File: src/rtl/frame_reader_mb.sv
// frame_reader_mb: streams one of NUM_BUFS framebuffers from SDRAM into the pixel FIFO in
// FIFO-level-gated bursts. Optional sticky underrun detector: FRAME_READER_UNDERRUN_DET_EN.
module frame_reader_mb #(
  parameter int ADDR_W      = 22,
  parameter int FRAME_WORDS = 96000,
  parameter int BURST_LEN   = 8,
  parameter int FIFO_DEPTH  = 1024,
  parameter int LOW_THRESH  = 256,
  parameter int NUM_BUFS    = 2,
  parameter int BUF_STRIDE  = 131072,
  localparam int BUF_W  = (NUM_BUFS > 1) ? $clog2(NUM_BUFS) : 1,
  localparam int USED_W = $clog2(FIFO_DEPTH + 1)
) (
  input  logic              i_Clk,
  input  logic              i_Reset,
  input  logic              i_Begin,
  input  logic [BUF_W-1:0]  i_Buf_Sel,
  input  logic              i_Data_Read_Valid,
  input  logic [USED_W-1:0] i_Pixel_In_Used,
  input  logic              i_Pixel_Rd,
  input  logic              i_SDRAM_Grant,
  output logic [1:0]        o_Command,
  output logic [ADDR_W-1:0] o_Data_Address,
  output logic              o_FIFO_Wr,
  output logic              o_SDRAM_Request,
  output logic              o_First_Data_Ready,
  output logic              o_Frame_Start,
  output logic [BUF_W-1:0]  o_Active_Buf,
  output logic              o_Underrun
);

  localparam int OFF_W = (FRAME_WORDS > 1) ? $clog2(FRAME_WORDS) : 1;
  localparam logic [USED_W-1:0] LOW_T    = USED_W'(LOW_THRESH);
  localparam logic [USED_W-1:0] HIGH_T   = USED_W'(FIFO_DEPTH - BURST_LEN);
  localparam logic [OFF_W-1:0]  LAST_OFF = OFF_W'(FRAME_WORDS - 1);

  typedef enum logic [1:0] {
    CMD_IDLE = 2'b00,
    CMD_READ = 2'b01
  } cmd_e;

  cmd_e              state_q, state_d;
  logic [OFF_W-1:0]  off_q, off_d;
  logic [BUF_W-1:0]  buf_q, buf_d;
  logic [7:0]        cnt_q, cnt_d;
  logic              fill_q, fill_d;
  logic              first_q, first_d;
  logic [ADDR_W-1:0] addr_q, addr_d;
  logic [ADDR_W-1:0] base;
  logic [31:0]       remain, burst_words;
  logic              need, start, wr;

  always_ff @(posedge i_Clk or posedge i_Reset) begin
    if (i_Reset) begin
      state_q <= CMD_IDLE;
      off_q   <= '0;
      buf_q   <= '0;
      cnt_q   <= '0;
      fill_q  <= 1'b0;
      first_q <= 1'b0;
      addr_q  <= '0;
    end else begin
      state_q <= state_d;
      off_q   <= off_d;
      buf_q   <= buf_d;
      cnt_q   <= cnt_d;
      fill_q  <= fill_d;
      first_q <= first_d;
      addr_q  <= addr_d;
    end
  end

  always_comb begin
    need  = (!fill_q && (i_Pixel_In_Used <= LOW_T)) ||
            (fill_q && (i_Pixel_In_Used <= HIGH_T));
    start = (state_q == CMD_IDLE) && i_Begin && i_SDRAM_Grant && need;
    wr    = (state_q == CMD_READ) && i_Data_Read_Valid;

    // The last burst of a frame is clipped so it never runs into the next frame.
    remain      = 32'(FRAME_WORDS) - 32'(off_q);
    burst_words = (remain < 32'(BURST_LEN)) ? remain : 32'(BURST_LEN);

    state_d = state_q;
    off_d   = off_q;
    buf_d   = buf_q;
    cnt_d   = cnt_q;
    fill_d  = fill_q;
    first_d = first_q;

    if (fill_q && (i_Pixel_In_Used > HIGH_T)) fill_d = 1'b0;

    case (state_q)
      CMD_IDLE: begin
        if (start) begin
          state_d = CMD_READ;
          fill_d  = 1'b1;
          cnt_d   = 8'(burst_words - 32'd1);
        end
      end
      CMD_READ: begin
        if (wr) begin
          if (off_q == LAST_OFF) begin
            off_d = '0;
            buf_d = i_Buf_Sel;
          end else begin
            off_d = off_q + 1'b1;
          end
          if (cnt_q == 8'd0) begin
            state_d = CMD_IDLE;
            first_d = 1'b1;
          end else begin
            cnt_d = cnt_q - 1'b1;
          end
        end
      end
      default: state_d = CMD_IDLE;
    endcase
  end

  // Buffer base as a mux of per-index constants; address tracks the next word.
  always_comb begin
    base = '0;
    for (int k = 0; k < NUM_BUFS; k++) begin
      if (buf_d == BUF_W'(k)) base = ADDR_W'(k * BUF_STRIDE);
    end
    addr_d = base + ADDR_W'(off_d);
  end

  assign o_Command          = state_q;
  assign o_Data_Address     = addr_q;
  assign o_FIFO_Wr          = wr;
  assign o_SDRAM_Request    = need || (state_q != CMD_IDLE);
  assign o_First_Data_Ready = first_q;
  assign o_Frame_Start      = wr && (off_q == '0);
  assign o_Active_Buf       = buf_q;

`ifdef FRAME_READER_UNDERRUN_DET_EN
  logic underrun_q;

  always_ff @(posedge i_Clk or posedge i_Reset) begin
    if (i_Reset) begin
      underrun_q <= 1'b0;
    end else if (i_Pixel_Rd && (i_Pixel_In_Used == '0) && first_q) begin
      underrun_q <= 1'b1;
    end
  end

  assign o_Underrun = underrun_q;
`else
  logic unused_pixel_rd;
  assign unused_pixel_rd = i_Pixel_Rd;
  assign o_Underrun      = 1'b0;
`endif

endmodule
File: config.mk
export PLATFORM = sky130hd
export DESIGN_NAME = frame_reader_mb
export DESIGN_NICKNAME = d
export VERILOG_FILES = /design/src/rtl/frame_reader_mb.sv
export SDC_FILE = /design/constraint.sdc
export NUM_CORES = 1
export LEC_CHECK = 0
export ABC_CLOCK_PERIOD_IN_PS = 6300
export CAP_MARGIN = 40
export CORE_MARGIN = 4
export CORE_UTILIZATION = 48
export DETAILED_ROUTE_END_ITERATION = 10
export PLACE_DENSITY = 0.79
export RECOVER_POWER = 25
export SLEW_MARGIN = 20
export SYNTH_ARGS = -nofsm -noshare
export SYNTH_HDL_FRONTEND = slang
export SYNTH_SLANG_ARGS = --single-unit
File: constraint.sdc
create_clock -name i_Clk -period 6.3 [get_ports i_Clk]
set_input_delay 0.63 -clock i_Clk [delete_from_list [all_inputs] [get_ports i_Clk]]
set_output_delay 0.63 -clock i_Clk [all_outputs]
set_load 0.03 [all_outputs]
# ---- After elaboration in Yosys (flattened, before gate mapping)
# Index checks and enable logic that the tools add are counted.
dict set report word_totals {
  regBits 52
  in_bits 18
  out_inout_bits 30
}
dict set report classes {
  add_sub_neg 5
  order_cmp 4
  n_eq_ne 6
  muxes 19
  n_reduce_logical 19
}
# operator count
set ops {}
lappend ops {{$mux 17} 3}
lappend ops {{$lt 32x4->1 const B} 1}
lappend ops {{$mux 8} 4}
lappend ops {{$add 18x17->19} 1}
lappend ops {{$mux 18} 1}
lappend ops {{$sub 17x17->18 const A} 1}
lappend ops {{$add 17x1->17 const B} 1}
lappend ops {{$eq 17x17->1 const B} 1}
lappend ops {{$logic_not 17->1} 1}
lappend ops {{$pmux 8 s2} 1}
lappend ops {{$sub 8x1->8 const B} 2}
lappend ops {{$gt 11x10->1 const B} 1}
lappend ops {{$le 11x10->1 const B} 1}
lappend ops {{$le 11x9->1 const B} 1}
lappend ops {{$logic_and 1x1->1} 8}
lappend ops {{$logic_not 8->1} 1}
lappend ops {{$mux 1} 6}
lappend ops {{$mux 2} 3}
lappend ops {{$ne 2x2->1 const B} 3}
lappend ops {{$reduce_and 3->1} 2}
lappend ops {{$pmux 2 s2} 1}
lappend ops {{$reduce_and 4->1} 1}
lappend ops {{$reduce_bool 2->1} 2}
lappend ops {{$eq 2x1->1 const B} 1}
lappend ops {{4 further kinds} 5}

# ---- Logic depth before layout (Yosys ltp)
dict set report logic_depth {
  ltp_word 6
  mapped_depth 13
  mapped_depth_nobuf 13
}

# ---- Least setup slack after synthesis
# Ideal clock, no wire load.
dict set report synth_path {
  path_type {register to register}
  from {register off_q[0]}
  to {register cnt_q[4]}
  setup_time_ps 121
  arrival_time_ps 3077
  t_required_ps 6179
  path_slack_ps 3102
  path_stages_with_launch 14
  path_cell_list {dfrtp_1 -> inv_1 -> ha_1 -> nor2b_1 -> a31oi_1 -> nor2_1 -> o21ai_0 -> a211oi_2 -> a22oi_1 -> ha_1 -> nand2_1 -> a211oi_2 -> o21ai_0 -> a22o_1}
}
dict set report synth_via {
  elab_chain_len 6
}
# element line
set synth_rtl {}
lappend synth_rtl {{start: declaration} 43} ;# logic [OFF_W-1:0] off_q, off_d;
lappend synth_rtl {{start signal: assignment} 56} ;# off_q <= '0;
lappend synth_rtl {{start signal: assignment} 64} ;# off_q <= off_d;
lappend synth_rtl {{$sub 17x17->18 (*)} 80} ;# remain = 32'(FRAME_WORDS) - 32'(off_q);
lappend synth_rtl {{$lt 32x4->1} 81} ;# burst_words = (remain < 32'(BURST_LEN)) ? remain : 32'(BURST_LEN);
lappend synth_rtl {{$mux 8 (*)} 81}
lappend synth_rtl {{$sub 8x1->8 (*)} 97} ;# cnt_d = 8'(burst_words - 32'd1);
lappend synth_rtl {{$mux 8 (*)} 94} ;# if (start) begin
lappend synth_rtl {{$pmux 8 s2 (*)} 92} ;# case (state_q)
lappend synth_rtl {{end signal: assignment} 66} ;# cnt_q <= cnt_d;
lappend synth_rtl {{end: declaration} 45} ;# logic [7:0] cnt_q, cnt_d;
# Mark *: on every way between the ends. The rest lies on a longest branch, timed or not. The select of a mux whose other input is x is not followed.
# A chain may end at the register's enable or synchronous reset.

# ---- Final worst setup path
# Ends and elaborated chain as after synthesis.

==> reports/metrics.yaml <==
status:
  status: "complete, no violations"
timing:
  whs_ns: 0.4688
  finalCritPeriodShare_pct: 55.49
  hold_viol: 0
  fin_ws_ns: 2.804
  drv_slew: 0
  fin_worst_skew_ns: 0.003038
  tightest_slew_ns: 0.8288
  setup-violations-final: 0
  tns_ns: 0
  slew_headroom_pct: 44.75
  rsz0062_at_grt: "false"
  period_needed_ns: 3.496
  max_freq_mhz: 286.0
synthesis:
  yosysTopAreaCell: "dfrtp_1"
  yosys_warnings: 0
  synth_top_area_share_pct: 36.27
  yosysUniqueCellTypes: 53
  avgSynthCellArea_um2: 8.587
  ys.flop_type: "dfrtp_1"
  synth_edf_count: 0
  async_flop_share_pct: 100.0
  synth-seq-cells: 29
  syn-instance-count: 233
  synth_area_um2: 2001
  synth.area.top_cells: "dfrtp_1, xnor2_1, nor2_1"
  ys_seq_area_share_pct: 36.27
global_routing:
  grt_first_pass_wirelength_um: 8017
  grt_max_degree: 16
  antenna_found_initial: 0
  grt-ovfl-total: 0
  grt_pass1_vias: 1789
  grt_usage_pct: 19.49
power_and_ir_drop:
  p_leak_nw: 0.9833
  power_per_cell_area_nw_per_um2: 345.9
  ir_drop_v: 0.0001982
  power_mw: 0.8560
clock_tree:
  h-tree-depth: 2
  cts_post_setup_buffers_inserted: 0
  numCtsBuffers: 5
  cts_tree: "done"
  clockBufferDepth: 2
  clk_pin_slew_ns: 0.06
  clock_sinks: 29
  cts_hold_buf: 0
  cts_resized: 0
  cts-root-buf: "clkbuf_8"
  insertion_delay_ns: 0.28
setup_path:
  worst_r2r_path_depth: 13
  rrSetupSlack_ns: 2.80
  cp_max_fo: 8
  critPathKind: "reg2reg"
  r2r_end: "cnt_q[4]"
  worstPathArrival_ns: 3.66
  crit_slowest_cell: "dfrtp_1"
  worstPathCellList: "inv_1 -> ha_1 -> nor2b_1 -> a31oi_1 -> nor2_1 -> o21ai_0 -> a211oi_2 -> a22oi_1 -> ha_1 -> nand2_1 -> a211oi_2 -> o21ai_0 -> a22o_1"
  max_stage_delay_ns: 0.53
  crit_required_ns: 6.47
  worst_setup_path_end_kind: "flop"
  start_kind: "flop"
  reg2reg_from: "off_q[0]"
cells_and_area:
  syn2layout_area_growth_pct: 23.70
  stdcell_area_um2: 2475
  nNetsFinal: 290
  drive_gt1_share_pct: 7.407
  n_fill_cell: 369
  diodes: 0
floorplan:
  dieArea_um2: 5265
  die_w_um: 72.56
  initial_utilization_pct: 49.66
  core_area_um2: 4029
  rows: 23
  fp.dieH_um: 72.56
  ios: 48
job:
  maxCapViolCount: 0
hold_path:
  hold_path_end: "o_First_Data_Ready"
  min_path_cells: 1
  min_path_type: "reg2reg"
  hold_path_startpoint: "o_First_Data_Ready"
routing:
  drc: 0
  routed_wl_um: 4676
  num_vias: 1818
  antenna_left: 0
  dr.pass1.iters: 4
  drtIter0Drc: 212
  via_per_inst: 5.681
  wl_per_cell_um: 14.61
placed_design:
  hpwl_um: 3527
  place_congestion: 0.8372
  port_buffers: 40
  place_ws_ns: 2.896
  dpl_cell_area_um2: 2419
==> layout by cell type (no fill, tap or decap), types with 2 or more instances in the layout <==
cell | synthesis | routed
nand2b_1 | 6 | 6
ha_1 | 3 | 3
nor3b_1 | 2 | 2
and4_1 | 3 | 3
a211oi_2 | 3 | 3
nand3_1 | 11 | 11
a22oi_1 | 2 | 2
a31oi_1 | 2 | 2
clkdlybuf4s50_1 | 0 | 39
o2111ai_1 | 2 | 2
nor3_1 | 12 | 12
a21oi_1 | 6 | 6
and3_1 | 4 | 4
a2111oi_2 | 2 | 2
mux2i_1 | 2 | 2
nor2_1 | 24 | 24
xnor2_1 | 13 | 13
xor2_1 | 7 | 7
inv_1 | 12 | 12
and2_1 | 2 | 2
nor3_4 | 2 | 2
nand2_1 | 22 | 22
dfrtp_1 | 29 | 29
o21ai_0 | 8 | 8
nand4_1 | 10 | 10
clkbuf_1 | 8 | 4
clkbuf_8 | 0 | 5
nor4_1 | 3 | 3
conb_1 | 1 | 6
==> synth_stat cells (all sizes together), types with 2 or more instances <==
cell / count
and3: 4
a211o: 2
nand2b: 6
dfrtp: 29
and4: 3
buf: 9
nor2: 25
clkbuf: 8
o2111ai: 2
nand4: 10
a21oi: 6
a22oi: 2
nor3b: 2
xor2: 7
ha: 3
nor3: 15
nand3: 12
mux2i: 2
nor4: 3
inv: 12
a2111oi: 2
a31oi: 2
a211oi: 3
and2: 2
nand2: 22
xnor2: 13
o21ai: 9
a32o: 2
==> cell families after synthesis <==
logic type,count (synthesis),share of synthesized area [%]
compound gates,39,15.45
xor+xnor,20,8.756
fa+ha+maj,3,1.876
buf+inv,29,6.816
flops,29,36.27
mux,3,1.563
other cells,1,0.1874
simple gates,109,29.08
==> per-stage QoR <==
| stage | utilization [%] | instances |
|---|---|---|
| 6_report | 61.43 | 320 |
| 5_1_grt | 61.43 | 320 |
| 4_1_cts | 62.02 | 320 |
| 3_5_place_dp | 60.03 | 312 |
| 3_3_place_gp | 59.35 | 311 |
| 2_1_floorplan | - | 238 |
==> area by class of cell <==
cell class | count | area [um2] | share of cell area (%)
flip-flops and latches | 29 | 725.7 | 29.32
inverters | 12 | 45.04 | 1.820
well taps | 50 | 62.56 | 2.528
repair buffers | 41 | 404.1 | 16.33
clock buffers | 8 | 80.08 | 3.236
multi-input cells | 180 | 1157 | 46.76
==> power by group <==
part           leakage (nW)  total (mW)  internal (mW)  switching, mW
Combinational         0.579       0.390          0.167          0.223
Clock                0.0395       0.145         0.0782         0.0664
Sequential            0.365       0.321          0.236         0.0854
==> flip-flops by register name, summed over array words and instances (netlist names) <==
register and flops:
o_Data_Address 2, o_First_Data_Ready 1, off_q 16, cnt_q 8, fill_q 1, o_Command 1
==> how the worst max path moves through the flow <==
stage             start       end  depth (start not counted)
6_report       off_q[0]  cnt_q[4]                         13
3_5_place_dp   off_q[0]  cnt_q[4]                         13
3_3_place_gp   off_q[0]  cnt_q[4]                         13
4_1_cts        off_q[0]  cnt_q[4]                         13
2_1_floorplan  off_q[0]  cnt_q[4]                         13
5_1_grt        off_q[0]  cnt_q[6]                         13
==> layer usage <==
layer	GRT usage, %	vias to the layer above	share of wire [%]
met5	0	-	0
met4	8.811	0	2.1
met3	5.263	11	6.7
met2	31.56	60	48
met1	24.17	857	43
li1	-	890	-
==> critical path: cells and delay by family, from the launching register on <==
kind                       cells  cell delay (ns)
AOI/OAI and AO/OA              7             1.90
DFF                            1             0.53
adders and majority gates      2             0.51
and+or+nand+nor                3             0.34
buffers and inverters          1             0.10
Note: power is estimated with default switching activity, not from simulation.
